### src/rtl/jtpang_gfx_arb_if.sv
// ----------------------------------------------------------------------------
// jtpang_gfx_arb_if
// Bundle of the graphics ROM arbiter's client and SDRAM-slot signals.
//
//   obj_cs / obj_addr   -> arbiter   object line drawer request
//   obj_data / obj_ok   <- arbiter   latched data for the object client
//   chr_cs / chr_addr   -> arbiter   character fetcher request
//   chr_data / chr_ok   <- arbiter   latched data for the character client
//   rom_cs / rom_addr   <- arbiter   request to the SDRAM ROM slot
//   rom_data / rom_ok   -> arbiter   SDRAM ROM slot response
//
// Modports:
//   slave  : the arbiter's view
//   master : the surrounding system's view (clients + SDRAM slot)
// ----------------------------------------------------------------------------
interface jtpang_gfx_arb_if #(
    parameter int AW = 17,
    parameter int DW = 32
);
    logic          obj_cs;
    logic [AW-1:0] obj_addr;
    logic [DW-1:0] obj_data;
    logic          obj_ok;

    logic          chr_cs;
    logic [AW-1:0] chr_addr;
    logic [DW-1:0] chr_data;
    logic          chr_ok;

    logic          rom_cs;
    logic [AW-1:0] rom_addr;
    logic [DW-1:0] rom_data;
    logic          rom_ok;

    modport slave (
        input  obj_cs, obj_addr,
        output obj_data, obj_ok,
        input  chr_cs, chr_addr,
        output chr_data, chr_ok,
        output rom_cs, rom_addr,
        input  rom_data, rom_ok
    );

    modport master (
        output obj_cs, obj_addr,
        input  obj_data, obj_ok,
        output chr_cs, chr_addr,
        input  chr_data, chr_ok,
        input  rom_cs, rom_addr,
        output rom_data, rom_ok
    );
endinterface

### src/rtl/jtpang_gfx_arb.sv
// ----------------------------------------------------------------------------
// jtpang_gfx_arb
// Shares one 32-bit graphics ROM port between the object line drawer (obj)
// and the character/tile fetcher (chr). Each client gets a private
// cs/addr/data/ok port; requests are serialised onto the SDRAM ROM slot and
// the returned word is held per client until that client moves to a new
// address.
//
// Ports:
//   clk  : system clock
//   rst  : asynchronous, active-high reset
//   bus  : jtpang_gfx_arb_if.slave (client ports and SDRAM slot port)
//
// Optional feature:
//   JTPANG_ARB_RR_EN  defined   -> round-robin on contention
//                     undefined -> fixed priority, obj beats chr
// ----------------------------------------------------------------------------
module jtpang_gfx_arb #(
    parameter int AW = 17,
    parameter int DW = 32
) (
    input  logic             clk,
    input  logic             rst,
    jtpang_gfx_arb_if.slave  bus
);
    // Client index 0 = obj, 1 = chr
    localparam int NCLI = 2;

    typedef enum logic [1:0] {
        ST_IDLE  = 2'd0,
        ST_ISSUE = 2'd1,
        ST_WAIT  = 2'd2
    } state_t;

    state_t          r_state, w_state_next;
    logic            r_rom_cs, w_rom_cs_next;
    logic [AW-1:0]   r_rom_addr, w_rom_addr_next;
    logic            r_winner, w_winner_next;   // 1 = chr owns the slot
    logic            w_done;
    logic            w_grant;                   // 1 = chr wins this arbitration
`ifdef JTPANG_ARB_RR_EN
    logic            r_last, w_last_next;       // 1 = chr was served last
`endif

    logic [NCLI-1:0] w_cs;
    logic [NCLI-1:0] w_hit;
    logic [NCLI-1:0] w_pend;
    logic [NCLI-1:0] w_store;
    logic [AW-1:0]   w_addr [NCLI];
    logic [DW-1:0]   w_data [NCLI];

    assign w_cs      = {bus.chr_cs, bus.obj_cs};
    assign w_addr[0] = bus.obj_addr;
    assign w_addr[1] = bus.chr_addr;

    // The completing transaction always lands in the client that won it,
    // even if that client has since moved on: the word is filed under the
    // address that was actually fetched, so ok stays low for a new address.
    assign w_store = w_done ? (r_winner ? 2'b10 : 2'b01) : 2'b00;

    // ------------------------------------------------------------------
    // Per-client data latch, served address and valid flag
    // ------------------------------------------------------------------
    genvar gi;
    generate
        for (gi = 0; gi < NCLI; gi++) begin : g_cli
            logic          r_valid;
            logic [AW-1:0] r_served;
            logic [DW-1:0] r_data;

            always_ff @(posedge clk or posedge rst) begin
                if (rst) begin
                    r_valid  <= 1'b0;
                    r_served <= '0;
                    r_data   <= '0;
                end else if (w_store[gi]) begin
                    r_data   <= bus.rom_data;
                    r_served <= r_rom_addr;
                    r_valid  <= 1'b1;
                end else if (!w_cs[gi]) begin
                    // dropping cs invalidates the held word
                    r_valid  <= 1'b0;
                end
            end

            assign w_hit[gi]  = r_valid && (w_addr[gi] == r_served);
            assign w_pend[gi] = w_cs[gi] && !w_hit[gi];
            assign w_data[gi] = r_data;
        end
    endgenerate

    // ------------------------------------------------------------------
    // Arbitration
    // ------------------------------------------------------------------
    always_comb begin
        w_grant = w_pend[1] && !w_pend[0];
`ifdef JTPANG_ARB_RR_EN
        if (&w_pend) begin
            w_grant = !r_last;
        end
`endif
    end

    // ------------------------------------------------------------------
    // Slot FSM: next-state and register updates
    // ------------------------------------------------------------------
    always_comb begin
        w_state_next    = r_state;
        w_rom_cs_next   = r_rom_cs;
        w_rom_addr_next = r_rom_addr;
        w_winner_next   = r_winner;
        w_done          = 1'b0;
`ifdef JTPANG_ARB_RR_EN
        w_last_next     = r_last;
`endif
        case (r_state)
            ST_IDLE: begin
                if (|w_pend) begin
                    w_rom_cs_next   = 1'b1;
                    w_rom_addr_next = w_grant ? w_addr[1] : w_addr[0];
                    w_winner_next   = w_grant;
`ifdef JTPANG_ARB_RR_EN
                    w_last_next     = w_grant;
`endif
                    w_state_next    = ST_ISSUE;
                end else begin
                    w_rom_cs_next   = 1'b0;
                end
            end
            ST_ISSUE: begin
                // rom_ok here may still belong to the previous address
                w_state_next = ST_WAIT;
            end
            ST_WAIT: begin
                if (bus.rom_ok) begin
                    w_done        = 1'b1;
                    w_rom_cs_next = 1'b0;
                    w_state_next  = ST_IDLE;
                end
            end
            default: begin
                w_rom_cs_next = 1'b0;
                w_state_next  = ST_IDLE;
            end
        endcase
    end

    always_ff @(posedge clk or posedge rst) begin
        if (rst) begin
            r_state    <= ST_IDLE;
            r_rom_cs   <= 1'b0;
            r_rom_addr <= '0;
            r_winner   <= 1'b0;
`ifdef JTPANG_ARB_RR_EN
            r_last     <= 1'b1;     // obj wins the first contention
`endif
        end else begin
            r_state    <= w_state_next;
            r_rom_cs   <= w_rom_cs_next;
            r_rom_addr <= w_rom_addr_next;
            r_winner   <= w_winner_next;
`ifdef JTPANG_ARB_RR_EN
            r_last     <= w_last_next;
`endif
        end
    end

    // ------------------------------------------------------------------
    // Outputs
    // ------------------------------------------------------------------
    assign bus.rom_cs   = r_rom_cs;
    assign bus.rom_addr = r_rom_addr;
    assign bus.obj_data = w_data[0];
    assign bus.chr_data = w_data[1];
    assign bus.obj_ok   = w_cs[0] && w_hit[0];
    assign bus.chr_ok   = w_cs[1] && w_hit[1];

endmodule
### src/flat_wrapper.sv
// flat-port wrapper written by rule: the top's interface ports become plain ports
module jtpang_gfx_arb_flat 
#(
    parameter int AW = 17,
    parameter int DW = 32
)
  (clk, rst, bus_obj_cs, bus_obj_addr, bus_obj_data, bus_obj_ok, bus_chr_cs, bus_chr_addr, bus_chr_data, bus_chr_ok, bus_rom_cs, bus_rom_addr, bus_rom_data, bus_rom_ok);
  jtpang_gfx_arb_if #(.AW(AW), .DW(DW)) bus_i ();
  input  logic clk;
  input  logic rst;
  input wire logic [$bits(bus_i.obj_cs)-1:0] bus_obj_cs;
  input wire logic [$bits(bus_i.obj_addr)-1:0] bus_obj_addr;
  output wire logic [$bits(bus_i.obj_data)-1:0] bus_obj_data;
  output wire logic [$bits(bus_i.obj_ok)-1:0] bus_obj_ok;
  input wire logic [$bits(bus_i.chr_cs)-1:0] bus_chr_cs;
  input wire logic [$bits(bus_i.chr_addr)-1:0] bus_chr_addr;
  output wire logic [$bits(bus_i.chr_data)-1:0] bus_chr_data;
  output wire logic [$bits(bus_i.chr_ok)-1:0] bus_chr_ok;
  output wire logic [$bits(bus_i.rom_cs)-1:0] bus_rom_cs;
  output wire logic [$bits(bus_i.rom_addr)-1:0] bus_rom_addr;
  input wire logic [$bits(bus_i.rom_data)-1:0] bus_rom_data;
  input wire logic [$bits(bus_i.rom_ok)-1:0] bus_rom_ok;
  assign bus_i.obj_cs = bus_obj_cs;
  assign bus_i.obj_addr = bus_obj_addr;
  assign bus_obj_data = bus_i.obj_data;
  assign bus_obj_ok = bus_i.obj_ok;
  assign bus_i.chr_cs = bus_chr_cs;
  assign bus_i.chr_addr = bus_chr_addr;
  assign bus_chr_data = bus_i.chr_data;
  assign bus_chr_ok = bus_i.chr_ok;
  assign bus_rom_cs = bus_i.rom_cs;
  assign bus_rom_addr = bus_i.rom_addr;
  assign bus_i.rom_data = bus_rom_data;
  assign bus_i.rom_ok = bus_rom_ok;
  jtpang_gfx_arb #(.AW(AW), .DW(DW)) u_core (.clk(clk), .rst(rst), .bus(bus_i));
endmodule
### config.mk
export PLATFORM = sky130hd
export DESIGN_NAME = jtpang_gfx_arb_flat
export DESIGN_NICKNAME = d
export VERILOG_FILES = /design/src/rtl/jtpang_gfx_arb_if.sv /design/src/rtl/jtpang_gfx_arb.sv /design/src/flat_wrapper.sv
export SDC_FILE = /design/constraint.sdc
export NUM_CORES = 1
export LEC_CHECK = 0
export ABC_AREA = 1
export CAP_MARGIN = 15
export CORE_ASPECT_RATIO = 1.5
export CORE_MARGIN = 3
export CORE_UTILIZATION = 56
export CTS_BUF_LIST = sky130_fd_sc_hd__clkbuf_8
export CTS_CLUSTER_DIAMETER = 100
export CTS_CLUSTER_SIZE = 28
export DETAILED_ROUTE_END_ITERATION = 16
export DONT_BUFFER_PORTS = 1
export PLACE_DENSITY = 0.71
export SYNTH_ARGS = -nofsm -noshare
export SYNTH_HDL_FRONTEND = slang
export SYNTH_SLANG_ARGS = --single-unit
### constraint.sdc
create_clock -name clk -period 5.1 [get_ports clk]
set_clock_uncertainty 0.1 [all_clocks]
set_input_delay 0.51 -clock clk [delete_from_list [all_inputs] [get_ports clk]]
set_output_delay 0.51 -clock clk [all_outputs]
set_load 0.01 [all_outputs]
[Yosys cells after proc, flatten, opt, wreduce, memory -nomap -nowiden]
Index checks and enable logic that the tools add are counted.
Word-level totals
  memory bits (read-only): 0
  flip-flop bits (word level): 121
  input bits: 71
  bits in writable memories: 0
  memories: 0
  latch bits: 0
  logic and storage cells: 49
  output and inout port bits: 84
Operators by class
  equality and inequality tests: 8
  bitwise gates (word level): 1
  div/mod/pow operators: 0
  multiply operators: 0
  magnitude comparators: 0
  shifts and indexed selects: 0
  muxes and demuxes: 15
  add/sub/neg operators: 0
  reductions and logical operators: 15
Operators by type and width (count)
  == test 17 bit: 2
  two-way mux 17 bit: 1
  two-way mux 1 bit: 8
  two-way mux 2 bit: 4
  logical AND 1 bit: 7
  != test 2 x 1 -> 1 bit, second input constant: 3
  case mux 2 bit (3 select lines): 1
  AND reduction 2 bit: 3
  logical NOT 1 bit: 3
  case mux 1 bit (3 select lines): 1
  == test 2 x 1 -> 1 bit, second input constant: 1
  == test 2 bit, second input constant: 1
  logical NOT 2 bit: 1
  != test 2 bit, second input constant: 1
  OR reduction 2 bit: 1
  NOT 1 bit: 1

[Logic depth before layout (Yosys ltp)]
  depth in word-level cells: 7
  mapped depth: 14
  gate-level depth less buffers: 13

[Least setup slack after synthesis]
OpenSTA, ideal clock, no wires.
  path kind: in2out
  start point: input port bus_obj_addr[5]
  end point: output port bus_obj_ok
  stages on the path: 8
  arrival time: 1.164 ns
  slack: 3.326 ns
  path buffers: 0
  required time: 4.490 ns
  cells stage by stage: inv_1 -> nand2_1 -> nand2_1 -> nor2_1 -> nand2_1 -> nor2_1 -> nand3_2 -> nor2_1
Between the ends
  longest elaborated chain between the ends: 3
RTL lines
  start, declared: line flat_wrapper.sv:12  | input wire logic [$bits(bus_i.obj_addr)-1:0] bus_obj_addr;
  == test 17 bit: line jtpang_gfx_arb.sv:86  | assign w_hit[gi] = r_valid && (w_addr[gi] == r_served);
  logical AND 1 bit: line jtpang_gfx_arb.sv:86
  logical AND 1 bit: line jtpang_gfx_arb.sv:175  | assign bus.obj_ok = w_cs[0] && w_hit[0];
  end, declared: line flat_wrapper.sv:14  | output wire logic [$bits(bus_i.obj_ok)-1:0] bus_obj_ok;
Every way passes these cells.

[Final worst setup path]
  start point: register u_core.g_cli[0].r_served[1]
  end point: output port bus_obj_ok
Between the ends
  longest elaborated chain between the ends: 3
RTL lines
  start, declared: line jtpang_gfx_arb.sv:68  | logic [AW-1:0] r_served;
  start signal, assigned: line jtpang_gfx_arb.sv:78  | r_served <= r_rom_addr;
  == test 17 bit: line jtpang_gfx_arb.sv:86
  logical AND 1 bit: line jtpang_gfx_arb.sv:86
  logical AND 1 bit: line jtpang_gfx_arb.sv:175
Every way passes these cells.

==> results.md <==
* Outcome: complete, no violations
* Synth cell types at 21
* Die height at 126.8 um
* Pwr per Cell Area at 622.7 nW/um^2
* Internal power at 2.184 mW
* Core area at 9361 sq um
* Yosys top cell area share at 0.5559
* Sw Share at 0.4041
* H-tree levels at 4
* RSZ-0062 raised after global routing: no
* CP max-delay cell: dfrtp_1
* Final #Nets at 742
* Commonest non-fill, non-tap cell in the layout: nand2_1
* Largest net degree at the start of global routing at 100
* WL/cell at 15.43 um
* CP cell instances: nand2_1 -> nand2_1 -> nor2_1 -> nand2_1 -> nor2_1 -> nand3_2 -> nor2_1
* Ports at 155
* Post-CTS Setup Repair Bufs at 0
* Leakage Power at 3.207 nW
* First-pass GRT wire length at 19.72 mm
* Slew of the pin with the lowest slew margin at 1.030 ns
* Drt first pass iters at 5
* Commonest non-fill, non-tap cells in the layout: 215 x nand2_1, 121 x dfrtp_1, 112 x inv_1
* Fmax at 0.4127 GHz
* TritonCTS Buffers at 17
* CTS root buf: clkbuf_8
* Critical path peak fanout at 3
* Peak VDD IR at 0.3183 mV
* Initial drt markers at 254
* Worst Path Buf+Inv at 0
* PortBufs at 0
* Area growth, synth to finish at 8.063%
* Post-Syn Instances at 675
* Fill count at 852
* YS warnings at 0
* Placed cells at 764
* # diodes at 0
* Main area contributors after synthesis: dfrtp_1 56%, nand2_1 15%, o21ai_0 9.3%, inv_1 7.7%, nand3_1 2.9%
* Kind of cell adding the most delay to the critical path: simple AND/OR/NAND/NOR gates
* CTS max path bufs at 2
* Remaining DRCs at 0
* Worst hold path class: input pin to asynchronous set/reset pin
* Initial core utilization at 0.5818
* Setup TNS Final at 0 ns
* FP Rows at 43
* Critical Path RT at 4.49 ns
* Non-Filler Instances at 796
* Via density at 5.158
* Kind of critical path: flop to primary output
* Total die area at 10970 sq um
* Worst slew margin at 0.3137
* Crit start category: flop
* Syn Nets at 746
* Gr ovfl total at 0
* Gate power share at 0.255
* Number of synthesized register bits at 121
* Crit end category: primary output
* Layout cells sized above 1 at 0.08041
* Final wirelength at 12.28 mm
* Final setup fails at 0
* Critical Path AT at 1.81 ns
* Fin. Hold Viols at 0
* Total GRT Usage at 0.2312
* Post-synth top area cell: dfrtp_1
* Min Tclk post-route at 2.423 ns
* Cts hold-fix bufs at 0
* Switching pwr at 1.481 mW
* Routed vias at 4106
* CTS tree: done
* Mean Syn Cell Area at 8.069 sq um
* Clk pwr share at 0.235
* Sequential fraction of the synthesis area at 0.5559
* CTS resizes at 0
* RePlAce Congestion at 0.8381
* Maxcap violations at 0
* Fin. max-slew vios at 0
* Seq pwr share at 0.510
* Vias in the first global route at 4135
* Antenna Nets Post-Route at 0
* DP HPWL at 8.631 mm
* Max incr delay on CP at 0.40 ns
* Final Cycle Share at 0.4751
* Clk sinks at 121
* Reg clk slew, reported paths at 0.08 ns
* Die Span X at 86.52 um
* Initial antenna violation count at 0
* Clock latency on the worst-skew pair at 0.43 ns
* Synthesized area at 5446 sq um
registers in the layout, summed over array words and instances (netlist names):
register               count
u_core.g_cli.r_served     34
u_core.bus.rom_addr       17
u_core.bus.rom_cs          1
u_core.bus.chr_data       32
u_core.r_state             2
u_core.g_cli.r_valid       2
u_core.bus.obj_data       32
u_core.r_winner            1
layout make-up:
type	count	area [sq um]	share of cell area
Timing Repair Buffer	3	22.52	0.003827
Tap cell	112	140.1	0.02381
Clock buffer	17	234.0	0.03975
Sequential cell	121	3028	0.5145
Clock inverter	15	167.7	0.02849
Multi-Input combinational cell	412	1856	0.3153
Inverter	116	437.9	0.07440
cells in the mapped netlist, drive strengths merged:
library cell  count
nand2           217
dfrtp           121
inv             116
o21ai           104
nand3            42
nor2             39
clkbuf           18
buf               8
xnor2             6
xor2              2
a21oi             1
nand3b            1
cell families after synthesis:
group	count (synthesis)	synth area share
AOI/OAI and AO/OA	105	0.09717
xor gates and xnor gates	8	0.01287
buffers and inverters	142	0.1057
DFF	121	0.5559
and+or+nand+nor	299	0.2283
stage by stage:
step / worst slack, ns / power, mW / util / hold WS, ns / instance area, sq um
after floorplan: 1.276 / 2.575 / - / 0.3429 / 5446
after global placement: 2.689 / 2.775 / 0.5858 / 0.3665 / 5484
after detailed placement: 2.662 / 2.833 / 0.5858 / 0.3631 / 5484
after CTS: 2.661 / 3.696 / 0.6287 / 0.07446 / 5886
after global routing: 2.532 / 3.944 / 0.6287 / 0.08495 / 5886
final: 2.677 / 3.665 / 0.6287 / 0.1011 / 5886
path summary, 6_finish.rpt:
path | from | endpoint | slack [ns] | cells after the start
min | rst | u_core.bus.chr_data[14] | 0.10 | 1
max reg2reg | u_core.g_cli[0].r_served[1] | u_core.bus.rom_addr[2] | 2.74 | 12
min in group clk | bus_obj_cs | u_core.g_cli[0].r_valid | 0.10 | 2
max | u_core.g_cli[0].r_served[1] | bus_obj_ok | 2.68 | 7
max in group asynchronous | rst | u_core.bus.rom_addr[12] | 3.73 | 2
min reg2reg | u_core.g_cli[0].r_valid | u_core.g_cli[0].r_valid | 0.38 | 2
power by group through the flow:
stage	Combinational, mW	Clock [mW]	Sequential (mW)
after floorplan	0.797	0	1.78
after global placement	0.893	0	1.88
after detailed placement	0.946	0	1.89
after CTS	0.945	0.874	1.88
after global routing	1.11	0.912	1.92
final	0.933	0.861	1.87
per-layer routing:
layer | part of all wire | routed length (um) | global-route usage
met1 | 0.38 | 4635 | 0.2580
met2 | 0.53 | 6457 | 0.3963
met3 | 0.080 | 979 | 0.08447
met4 | 0.017 | 206 | 0.09083
met5 | 0 | 0 | 0
No activity file was read; power rests on OpenSTA's default activity.
